## src/rtl/ahb_sys_pkg.sv

```systemverilog
// Shared constants for the Cortex-M3 system-bus slave mux: slave indices,
// HTRANS encodings and the default-slave state encoding.
package ahb_sys_pkg;

  localparam int NSLV = 8;

  localparam int IDX_RAM   = 0;
  localparam int IDX_APB   = 1;
  localparam int IDX_ADC   = 2;
  localparam int IDX_FFT   = 3;
  localparam int IDX_MAC   = 4;
  localparam int IDX_MAC_1 = 5;
  localparam int IDX_LOG   = 6;
  localparam int IDX_DEF   = 7;

  localparam logic [1:0] HTRANS_IDLE   = 2'b00;
  localparam logic [1:0] HTRANS_BUSY   = 2'b01;
  localparam logic [1:0] HTRANS_NONSEQ = 2'b10;
  localparam logic [1:0] HTRANS_SEQ    = 2'b11;

  typedef enum logic [1:0] {
    DS_IDLE = 2'b00,
    DS_ERR1 = 2'b01,
    DS_ERR2 = 2'b10
  } ds_state_e;

endpackage

```

## src/rtl/ahb_default_slave.sv

```systemverilog
// Default slave for unmapped addresses: two-cycle ERROR for NONSEQ/SEQ,
// zero-wait OKAY for IDLE/BUSY. Read data is always zero.
module ahb_default_slave
  import ahb_sys_pkg::*;
#(
  parameter int DW = 32
) (
  input  logic          clk,
  input  logic          rst,
  input  logic          hsel,
  input  logic [1:0]    htrans,
  input  logic          hready,
  output logic          hreadyout,
  output logic          hresp,
  output logic [DW-1:0] hrdata
);

  ds_state_e state, state_nxt;
  logic      active;
  logic      err_req;

  assign active  = (htrans == HTRANS_NONSEQ) || (htrans == HTRANS_SEQ);
  assign err_req = hsel && active && hready;

  always_ff @(posedge clk or posedge rst) begin
    if (rst) state <= DS_IDLE;
    else     state <= state_nxt;
  end

  always_comb begin
    state_nxt = state;
    hreadyout = 1'b1;
    hresp     = 1'b0;
    case (state)
      DS_IDLE: if (err_req) state_nxt = DS_ERR1;
      DS_ERR1: begin
        hreadyout = 1'b0;
        hresp     = 1'b1;
        state_nxt = DS_ERR2;
      end
      DS_ERR2: begin
        hresp     = 1'b1;
        // chaining straight into ERR1 keeps back-to-back errors gap-free
        state_nxt = err_req ? DS_ERR1 : DS_IDLE;
      end
      default: state_nxt = DS_IDLE;
    endcase
  end

  assign hrdata = '0;

endmodule

```

## src/rtl/ahb_slave_mux_system.sv

```systemverilog
// AHB-Lite data-phase slave mux: registers the decoder's one-hot select in the
// address phase and steers the chosen slave's ready/resp/rdata back to the master.
module ahb_slave_mux_system #(
  parameter int DW   = 32,
  parameter int NSLV = 8
) (
  input  logic          HCLK,
  input  logic          HRESET,
  input  logic          HSEL_RAM,
  input  logic          HSEL_APB,
  input  logic          HSEL_CM3_ADC,
  input  logic          HSEL_CM3_FFT,
  input  logic          HSEL_CM3_MAC,
  input  logic          HSEL_CM3_MAC_1,
  input  logic          HSEL_CM3_LOG,
  input  logic          HSEL_DefSlave,
  input  logic [1:0]    HTRANS,
  input  logic          HREADYOUT_RAM,
  input  logic          HREADYOUT_APB,
  input  logic          HREADYOUT_CM3_ADC,
  input  logic          HREADYOUT_CM3_FFT,
  input  logic          HREADYOUT_CM3_MAC,
  input  logic          HREADYOUT_CM3_MAC_1,
  input  logic          HREADYOUT_CM3_LOG,
  input  logic          HRESP_RAM,
  input  logic          HRESP_APB,
  input  logic          HRESP_CM3_ADC,
  input  logic          HRESP_CM3_FFT,
  input  logic          HRESP_CM3_MAC,
  input  logic          HRESP_CM3_MAC_1,
  input  logic          HRESP_CM3_LOG,
  input  logic [DW-1:0] HRDATA_RAM,
  input  logic [DW-1:0] HRDATA_APB,
  input  logic [DW-1:0] HRDATA_CM3_ADC,
  input  logic [DW-1:0] HRDATA_CM3_FFT,
  input  logic [DW-1:0] HRDATA_CM3_MAC,
  input  logic [DW-1:0] HRDATA_CM3_MAC_1,
  input  logic [DW-1:0] HRDATA_CM3_LOG,
  output logic          HREADY,
  output logic          HRESP,
  output logic [DW-1:0] HRDATA
);
  import ahb_sys_pkg::*;

  logic [NSLV-1:0]         sel_d, sel_q;
  logic [NSLV-1:0]         rdy_v, rsp_v;
  logic [NSLV-1:0][DW-1:0] dat_v;
  logic                    def_ready, def_resp;
  logic [DW-1:0]           def_rdata;

  assign sel_d = {HSEL_DefSlave, HSEL_CM3_LOG, HSEL_CM3_MAC_1, HSEL_CM3_MAC,
                  HSEL_CM3_FFT, HSEL_CM3_ADC, HSEL_APB, HSEL_RAM};

  assign rdy_v = {def_ready, HREADYOUT_CM3_LOG, HREADYOUT_CM3_MAC_1, HREADYOUT_CM3_MAC,
                  HREADYOUT_CM3_FFT, HREADYOUT_CM3_ADC, HREADYOUT_APB, HREADYOUT_RAM};
  assign rsp_v = {def_resp, HRESP_CM3_LOG, HRESP_CM3_MAC_1, HRESP_CM3_MAC,
                  HRESP_CM3_FFT, HRESP_CM3_ADC, HRESP_APB, HRESP_RAM};

  assign dat_v[IDX_RAM]   = HRDATA_RAM;
  assign dat_v[IDX_APB]   = HRDATA_APB;
  assign dat_v[IDX_ADC]   = HRDATA_CM3_ADC;
  assign dat_v[IDX_FFT]   = HRDATA_CM3_FFT;
  assign dat_v[IDX_MAC]   = HRDATA_CM3_MAC;
  assign dat_v[IDX_MAC_1] = HRDATA_CM3_MAC_1;
  assign dat_v[IDX_LOG]   = HRDATA_CM3_LOG;
  assign dat_v[IDX_DEF]   = def_rdata;

  // Select only advances when the current data phase completes.
  always_ff @(posedge HCLK or posedge HRESET) begin
    if (HRESET)      sel_q <= '0;
    else if (HREADY) sel_q <= sel_d;
  end

  // Scan high-to-low so the lowest set index overrides: fixed priority on multi-hot.
  always_comb begin
    HREADY = 1'b1;
    HRESP  = 1'b0;
    HRDATA = '0;
    for (int i = NSLV - 1; i >= 0; i--) begin
      if (sel_q[i]) begin
        HREADY = rdy_v[i];
        HRESP  = rsp_v[i];
        HRDATA = dat_v[i];
      end
    end
  end

  ahb_default_slave #(.DW(DW)) u_def (
    .clk       (HCLK),
    .rst       (HRESET),
    .hsel      (HSEL_DefSlave),
    .htrans    (HTRANS),
    .hready    (HREADY),
    .hreadyout (def_ready),
    .hresp     (def_resp),
    .hrdata    (def_rdata)
  );

endmodule

```

## config.mk

```make
export PLATFORM = sky130hd
export DESIGN_NAME = ahb_slave_mux_system
export DESIGN_NICKNAME = d
export VERILOG_FILES = /design/src/rtl/ahb_sys_pkg.sv /design/src/rtl/ahb_default_slave.sv /design/src/rtl/ahb_slave_mux_system.sv
export SDC_FILE = /design/constraint.sdc
export NUM_CORES = 1
export LEC_CHECK = 0
export CORE_AREA = 2 2 110 112
export DETAILED_ROUTE_END_ITERATION = 10
export DIE_AREA = 0 0 112 114
export PLACE_DENSITY = 0.68
export SYNTH_ARGS = -nofsm -noshare
export SYNTH_HDL_FRONTEND = slang
export SYNTH_SLANG_ARGS = --single-unit
```

## constraint.sdc

```tcl
create_clock -name HCLK -period 2.25 [get_ports HCLK]
set_clock_uncertainty 0.05 [all_clocks]
set_input_delay 0.45 -clock HCLK [delete_from_list [all_inputs] [get_ports HCLK]]
set_output_delay 0.45 -clock HCLK [all_outputs]
set_load 0.02 [all_outputs]
```

* After elaboration in Yosys (flattened, before gate mapping)
Cells that the tools add are included.
** Word-level totals
- Flip-flop bits (word level) :: 10
- Bits in latches :: 0
- RAM bits :: 0
- ROM bits :: 0
- Input port bits :: 250
- Output and inout bits :: 34
- Word-level logic and storage cells :: 40
- Memories :: 0
** Cells by class
- Add/sub/neg operators :: 0
- $mul :: 0
- Div/mod/pow operators :: 0
- Magnitude comparators :: 0
- Eq/ne operators :: 5
- Shifts and indexed selects :: 0
- Mux-type cells :: 28
- Bitwise logic cells :: 0
- Reductions and logical operators :: 5
** Operator list (count)
- $mux 32 :: 7
- $mux 1 :: 19
- $eq 2x2->1 const B :: 3
- $pmux 2 s3 :: 1
- $eq 2x1->1 const B :: 1
- $logic_and 1x1->1 :: 2
- $logic_not 2->1 :: 1
- $mux 2 :: 1
- $ne 2x1->1 const B :: 1
- $reduce_or 2->1 :: 1
- $logic_or 1x1->1 :: 1

* Logic depth before layout (Yosys ltp)
Gate-level depths: netlist (run 1).
- Depth after elaboration :: 13
- Depth in mapped cells :: 7
- Mapped depth without buffers :: 7

* Hierarchy
Synthesis (run 1) repeated with hierarchy kept, for this count alone.
** Second synthesis, totals
- Cells, all modules :: 406
- Area, all modules :: 2955.3 sq um
** By module, submodules not included
- ahb_slave_mux_system :: instances 1, cells each 355, area an instance 2523.7 sq um, seq. area each 200.2 sq um
- ahb_default_slave :: instances 1, cells each 51, area an instance 431.7 sq um, seq. area each 50.0 sq um

* Worst setup path after synthesis (run 1)
No wires, ideal clock.
- Kind :: register to output
- From :: register sel_q[4]
- To :: output port HRDATA[12]
- Data arrival time :: 1694 ps
- Data required time :: 1750 ps
- Path slack :: 56 ps
- Stages on the path, launching flop included :: 8
- Buffers on the path :: 3
- Path through :: dfrtp_1 buf_2 buf_2 clkbuf_1 a221oi_1 o31ai_1 a221oi_1 a21oi_1
** Between the ends
- Cells in the longest elaborated chain, start to end :: 5
** Ends and longest elaborated chain
- from (decl) :: line ahb_slave_mux_system.sv:45 : logic [NSLV-1:0] sel_d, sel_q;
- from (signal assigned) :: line ahb_slave_mux_system.sv:71 : else if (HREADY) sel_q <= sel_d;
- $mux 32 (5 in series) :: line ahb_slave_mux_system.sv:80 : if (sel_q[i]) begin
- to (decl) :: line ahb_slave_mux_system.sv:41 : output logic [DW-1:0] HRDATA
No other way between the ends.

* Final worst setup path (run 1)
- From :: register sel_q[5]
- To :: output port HRDATA[15]
** Between the ends
- Cells in the longest elaborated chain, start to end :: 6
** Ends and longest elaborated chain (line)
- $mux 32 (6 in series) :: ahb_slave_mux_system.sv:80
No other way between the ends.

==> impl_metrics.env, run 1 <==
export IMPL_status="finished, violations left"
export IMPL_violations="setup timing"
export IMPL_via_per_inst=5.21
export IMPL_io_buffers=282
export IMPL_drt_met1_wl_um=5730
export IMPL_hold_viol=0
export IMPL_numCtsBuffers=3
export IMPL_cts_hold_buffers=0
export IMPL_netlist_area_um2=2690
export IMPL_register_area_um2=258
export IMPL_swShare=0.463
export IMPL_critPathMaxFanout=20
export IMPL_cap_violations=0
export IMPL_root_buffer="clkbuf_16"
export IMPL_ir_drop_uv=405
export IMPL_synth_edff_count=0
export IMPL_async_flop_share=1.00
export IMPL_utilization=0.549
export IMPL_die_h_um=114
export IMPL_nFillCells=1124
export IMPL_drc=0
export IMPL_power_frac_comb=0.868
export IMPL_met2_length_um=8030
export IMPL_multi_input_area_um2=2180
export IMPL_slew_limit_headroom=0.686
export IMPL_ant_nets=0
export IMPL_clk_pin_slew_ns=0.04
export IMPL_ys_flop_type="dfrtp_1"
export IMPL_htree_levels=1
export IMPL_timing_hold_ws_ns=0.464
export IMPL_grt_pass1_wl_um=21700
export IMPL_syn_inst=416
export IMPL_die_w_um=112
export IMPL_critPathMaxStageDelay_ns=0.44
export IMPL_setup_violations=31
export IMPL_coreArea_um2=11700
export IMPL_tns_ns=-2.52
export IMPL_top_layer="met4"
export IMPL_dpl_hpwl_um=11800
export IMPL_tritoncts="yes"
export IMPL_wl_met3_um=1240
export IMPL_crit_top_cell="a221oi_1"
export IMPL_rows=40
export IMPL_drtIter0Drc=261
export IMPL_io_pins=284
export IMPL_min_period_ns=2.42
export IMPL_hold_class="in2async"
export IMPL_synth_warnings=0
export IMPL_critPathLaunchType="flop"
export IMPL_die_area_um2=12800
export IMPL_drtPass1Iterations=5
export IMPL_grt_max_degree=38
export IMPL_pwr_share_seq=0.065
export IMPL_synth_fp_nets=671
export IMPL_drive_above_1_share=0.217
export IMPL_grt_overflow_total=0
export IMPL_cp_required_ns=1.75
export IMPL_power_density_nw_per_um2=828
export IMPL_maxSlewViolCount=0
export IMPL_crit_type="reg2out"
export IMPL_path_cells="nor2b_4 > buf_12 > a221oi_1 > o31ai_1 > a221oi_1 > a21oi_1 > buf_4"
export IMPL_crit_path_top_delay_cell="dfrtp_2"
export IMPL_rsz0062_at_grt="true"
export IMPL_grt_pass1_vias=4436
export IMPL_leakage_nw=2.71
export IMPL_synthDistinctLibCells=33
export IMPL_max_freq_mhz=414
export IMPL_place_congestion=0.940
export IMPL_place_area_um2=6030
export IMPL_routed_wirelength_um=15400
export IMPL_endpoint_kind="output pin"
export IMPL_layout_setup_ws_ns=-0.167
export IMPL_p_int_w=0.00286
export IMPL_clkPwrFrac=0.067
export IMPL_diodes=0
export IMPL_cts_buffer_depth=2
export IMPL_synth_area_per_cell_um2=6.46
export IMPL_nNetsFinal=978
export IMPL_fin_crit_sh=1.07
export IMPL_wire_per_inst_um=17.7
export IMPL_dp_cells=851
export IMPL_antenna_found_initial=0
export IMPL_track_usage=0.207
export IMPL_clock_sinks=10
export IMPL_num_vias=4529
export IMPL_cp_data_arrival_time_ns=1.92
export IMPL_worst_pin_slew_ns=0.468
export IMPL_fin_area_um2=6430
export IMPL_final_cells=869
export IMPL_synth_seq_area_share=0.0932
export IMPL_ys_ff_latch=10
export IMPL_power_switching_w=0.00247
export IMPL_clk_latency_ns=0.24
export IMPL_initial_core_util=0.229
export IMPL_syn2layout_area_growth_pct=140
per-layer routing:
metal / GRT usage / vias up
met5: 0 / -
met4: 0.0537 / 0
met3: 0.0452 / 31
met2: 0.399 / 225
met1: 0.231 / 2109
li1: - / 2164
worst max-delay path: cells and delay by family (launching register included):
family                 cells  cell delay, ns
AO/OA/AOI/OAI              4            0.67
buffers and inverters      2            0.37
flip-flops                 1            0.44
AND/OR/NAND/NOR            1            0.18
what timing repair did:
| action | 4_1_cts | 5_1_grt |
|---|---|---|
| gates cloned | 0 | 3 |
| setup endpoints to repair | 34 | 35 |
| setup buffers | 5 | 6 |
| pin swaps | 23 | 25 |
| gates resized for setup | 188 | 30 |
sequential cells by signal (all words and copies together) (netlist names):
name / cells
u_def.state: 2
sel_q: 8
cells in the final DEF, fill, tap and decap left out, types with 2 or more instances in the layout:
master / synthesis / routed
nor2b_4: 1 / 2
inv_2: 0 / 2
o2bb2ai_1: 2 / 2
inv_1: 71 / 69
a22o_1: 2 / 2
a221oi_1: 65 / 44
a21oi_1: 104 / 101
nor2b_1: 39 / 38
ha_1: 5 / 4
dfrtp_1: 10 / 4
mux2_2: 6 / 6
dfrtp_2: 0 / 6
dlygate4sd2_1: 0 / 5
buf_6: 1 / 7
clkbuf_16: 0 / 6
o21ai_0: 6 / 5
a21oi_2: 0 / 3
o31ai_2: 0 / 3
a221oi_2: 0 / 19
nor2_1: 3 / 3
buf_2: 10 / 2
a221oi_4: 0 / 2
buf_4: 0 / 78
nor3_1: 2 / 2
nand2_1: 5 / 4
buf_12: 0 / 11
clkdlybuf4s50_1: 0 / 243
o31ai_1: 33 / 30
final cells by class:
class | instances | share of cell area
sequential | 10 | 0.0401
timing repair buffer | 350 | 0.538
clock buffer | 4 | 0.0138
inverter | 71 | 0.0414
tap | 147 | 0.0286
multi-input combinational | 287 | 0.338
logic make-up (layout without fill, tap and decap cells):
kind of cell	count (synthesis)	in the layout	share of synthesized area
compound gates	219	219	0.552
flops	10	10	0.0932
simple gates	57	57	0.132
buf+inv	119	425	0.174
fa+ha+maj	5	5	0.0233
mux	6	6	0.0251
Yosys cell counts, types with 3 or more instances:
| library cell | number | area, um^2 |
|---|---|---|
| a21oi_1 | 104 | 521 |
| inv_1 | 71 | 267 |
| a221oi_1 | 65 | 569 |
| nor2b_1 | 39 | 244 |
| clkbuf_1 | 34 | 128 |
| o31ai_1 | 33 | 248 |
| buf_2 | 10 | 50.1 |
| dfrtp_1 | 10 | 250 |
| mux2_2 | 6 | 67.6 |
| o21ai_0 | 6 | 30.0 |
| ha_1 | 5 | 62.6 |
| nand2_1 | 5 | 18.8 |
| buf_1 | 3 | 11.3 |
| nor2_1 | 3 | 11.3 |
path summary, 6_finish.rpt:
check | slack [ns] | start | to | cells past startpoint
setup / recovery | -0.17 | sel_q[5] | HRDATA[15] | 7
hold / removal | 0.46 | HRESET | sel_q[7] | 2
setup reg to reg | 0.10 | sel_q[2] | sel_q[4] | 6
hold reg to reg | 0.53 | sel_q[7] | sel_q[7] | 1
max in group asynchronous | 1.36 | HRESET | sel_q[2] | 2
min in group HCLK | 0.53 | sel_q[7] | sel_q[7] | 1
power by group through the flow:
stage                     sequential, W  combinational (W)  clock, W
final                          0.000348            0.00463  0.000357
after global routing           0.000357            0.00494  0.000371
after CTS                      0.000337            0.00423  0.000361
after detailed placement       0.000335            0.00411         0
after global placement         0.000333            0.00405         0
after floorplan                0.000277            0.00223         0
per-stage QoR:
step                setup WS (ns)  power (W)
global placement           -0.700    0.00439
finish                     -0.167    0.00533
detailed placement         -0.724    0.00445
floorplan                  0.0562    0.00250
CTS                        -0.165    0.00492
global route               -0.230    0.00567
Note: power is estimated with default switching activity, not from simulation.
==> run 2, diff against run 1 <==
--- a/config.mk
+++ b/config.mk
@@ -6,9 +6,11 @@
 export NUM_CORES = 1
 export LEC_CHECK = 0
 export CORE_AREA = 2 2 110 112
+export CTS_BUF_LIST = sky130_fd_sc_hd__clkbuf_2 sky130_fd_sc_hd__clkbuf_4 sky130_fd_sc_hd__clkbuf_8
 export DETAILED_ROUTE_END_ITERATION = 10
 export DIE_AREA = 0 0 112 114
 export PLACE_DENSITY = 0.68
+export SETUP_SLACK_MARGIN = 0.02
 export SYNTH_ARGS = -nofsm -noshare
 export SYNTH_HDL_FRONTEND = slang
 export SYNTH_SLANG_ARGS = --single-unit
==> constraint.sdc (replaced) <==
create_clock -name HCLK -period 2.3 [get_ports HCLK]
set_clock_uncertainty 0.05 [all_clocks]
set_input_delay 0.46 -clock HCLK [delete_from_list [all_inputs] [get_ports HCLK]]
set_output_delay 0.46 -clock HCLK [all_outputs]
set_load 0.02 [all_outputs]
==> run 2 against run 1 <==
The run still ends with setup timing left. Clock power down 36%. Final cell count down 0.12%. Power down 3.6%. Core utilization about the same. Critical path depth is the same. Cell area barely moved. Sequential share of layout area barely moved. Die area unchanged. Combinational power is 1% lower. Critical path type unchanged. Largest power group unchanged. Highest routed layer unchanged.
==> impl_metrics.env, run 2 (same netlist as run 1, synthesis figures left out) <==
export IMPL_status="finished, violations left"
export IMPL_violations="setup timing"
export IMPL_drc=0
export IMPL_crit_type="reg2out"
export IMPL_cp_required_ns=1.79
export IMPL_track_usage=0.217
export IMPL_power_density_nw_per_um2=800
export IMPL_rsz0062_at_grt="true"
export IMPL_die_h_um=114
export IMPL_rrSetupSlack_ns=0.15
export IMPL_nNetsFinal=976
export IMPL_num_vias=4563
export IMPL_cts_buffer_depth=2
export IMPL_routed_wirelength_um=15600
export IMPL_fin_crit_sh=1.08
export IMPL_utilization=0.549
export IMPL_place_congestion=0.909
export IMPL_hold_class="in2async"
export IMPL_ir_drop_uv=408
export IMPL_layout_setup_ws_ns=-0.187
export IMPL_reg_top3="sel_q (8), u_def.state (2)"
export IMPL_drive_above_1_share=0.217
export IMPL_slew_limit_headroom=0.677
export IMPL_via_per_inst=5.26
export IMPL_initial_core_util=0.229
export IMPL_grt_max_degree=41
export IMPL_hold_viol=0
export IMPL_power_total_w=0.00514
export IMPL_critPathMaxFanout=20
export IMPL_htree_levels=1
export IMPL_antenna_found_initial=1
export IMPL_coreArea_um2=11700
export IMPL_grt_overflow_total=0
export IMPL_maxSlewViolCount=0
export IMPL_leakage_nw=2.69
export IMPL_largest_register="sel_q"
export IMPL_critPathLaunchType="flop"
export IMPL_root_buffer="clkbuf_8"
export IMPL_drtIter0Drc=289
export IMPL_clk_latency_ns=0.24
export IMPL_setup_violations=32
export IMPL_die_area_um2=12800
export IMPL_rows=40
export IMPL_grt_pass1_vias=4617
export IMPL_drtPass1Iterations=5
export IMPL_largest_register_ffs=8
export IMPL_final_common_cell="clkdlybuf4s50_1"
export IMPL_worst_pin_slew_ns=0.472
export IMPL_io_pins=284
export IMPL_numCtsBuffers=3
export IMPL_die_w_um=112
export IMPL_cap_violations=0
export IMPL_tritoncts="yes"
export IMPL_syn2layout_area_growth_pct=139
export IMPL_endpoint_kind="output pin"
export IMPL_dpl_hpwl_um=11800
export IMPL_clk_pin_slew_ns=0.05
export IMPL_min_period_ns=2.49
export IMPL_max_freq_mhz=402
export IMPL_io_buffers=282
export IMPL_clock_sinks=10
export IMPL_wire_per_inst_um=17.9
export IMPL_dp_slack_ns=-0.732
export IMPL_tns_ns=-2.37
export IMPL_layout_common_cells="clkdlybuf4s50_1, a21oi_1, buf_4, inv_1, a221oi_1"
export IMPL_grt_pass1_wl_um=22600
export IMPL_cp_data_arrival_time_ns=1.98
export IMPL_ant_nets=0
==> run 2: cell count changes in the layout (fill, tap and decap cells not counted), sizes merged <==
cell	delta
buf	-1
clkbuf	-1
clkdlybuf4s50	-1
diode	+1
dlygate4sd2	+1
==> run 2: critical path, stage by stage, from the launching register on <==
cell and delay [ns]:
dfrtp_2 0.45, nor2b_4 0.19, buf_12 0.19, a221oi_1 0.09, o31ai_1 0.26, a221oi_1 0.11, a21oi_1 0.24, buf_4 0.19
==> run 2: cell type report <==
| cell class | instances | area (um^2) |
|---|---|---|
| Antenna cell | 1 | 2.50 |
| Clock buffer | 4 | 55.1 |
| Fill cell | 1105 | 5280 |
| Inverter | 71 | 267 |
| Multi-Input combinational cell | 287 | 2220 |
| Sequential cell | 10 | 258 |
| Tap cell | 147 | 184 |
| Timing Repair Buffer | 348 | 3440 |
==> run 2: what timing repair did <==
action,CTS,global route
pin swaps,29,30
gates resized for setup,195,30
hold buffers,0,0
setup endpoints to repair,34,34
buffers inserted,4,10
gates cloned,0,2
hold endpoints to repair,0,0
==> run 2: where the power goes <==
group	switching (W)	internal, W	leakage, nW
clock network	0.0000773	0.000151	0.0288
logic	0.00228	0.00230	2.54
registers	0.0000901	0.000247	0.114
total	0.00244	0.00270	2.69
==> run 2: worst paths after layout <==
path,endpoint,start,cells past startpoint
max,HRDATA[15],sel_q[5],7
min,sel_q[7],HRESET,2
max reg2reg,sel_q[5],sel_q[4],9
min reg2reg,sel_q[7],sel_q[7],1
max in group asynchronous,sel_q[2],HRESET,2
min in group HCLK,sel_q[7],sel_q[7],1
==> run 2: metal layers <==
| layer | up-vias | share of wire | global-route usage |
|---|---|---|---|
| met5 | - | 0 | 0 |
| li1 | 2158 | - | - |
| met2 | 261 | 0.52 | 0.422 |
| met1 | 2108 | 0.36 | 0.229 |
| met4 | 0 | 0.030 | 0.0667 |
| met3 | 36 | 0.093 | 0.0558 |
==> run 2: metrics by stage <==
stage               hold WS, ns  cell area (um^2)  instances
detailed placement        0.474              6040        848
CTS                       0.496              6180        856
global route              0.515              6430        868
global placement          0.467              6040        848
finish                    0.466              6430        868
floorplan                 0.250              2690        416
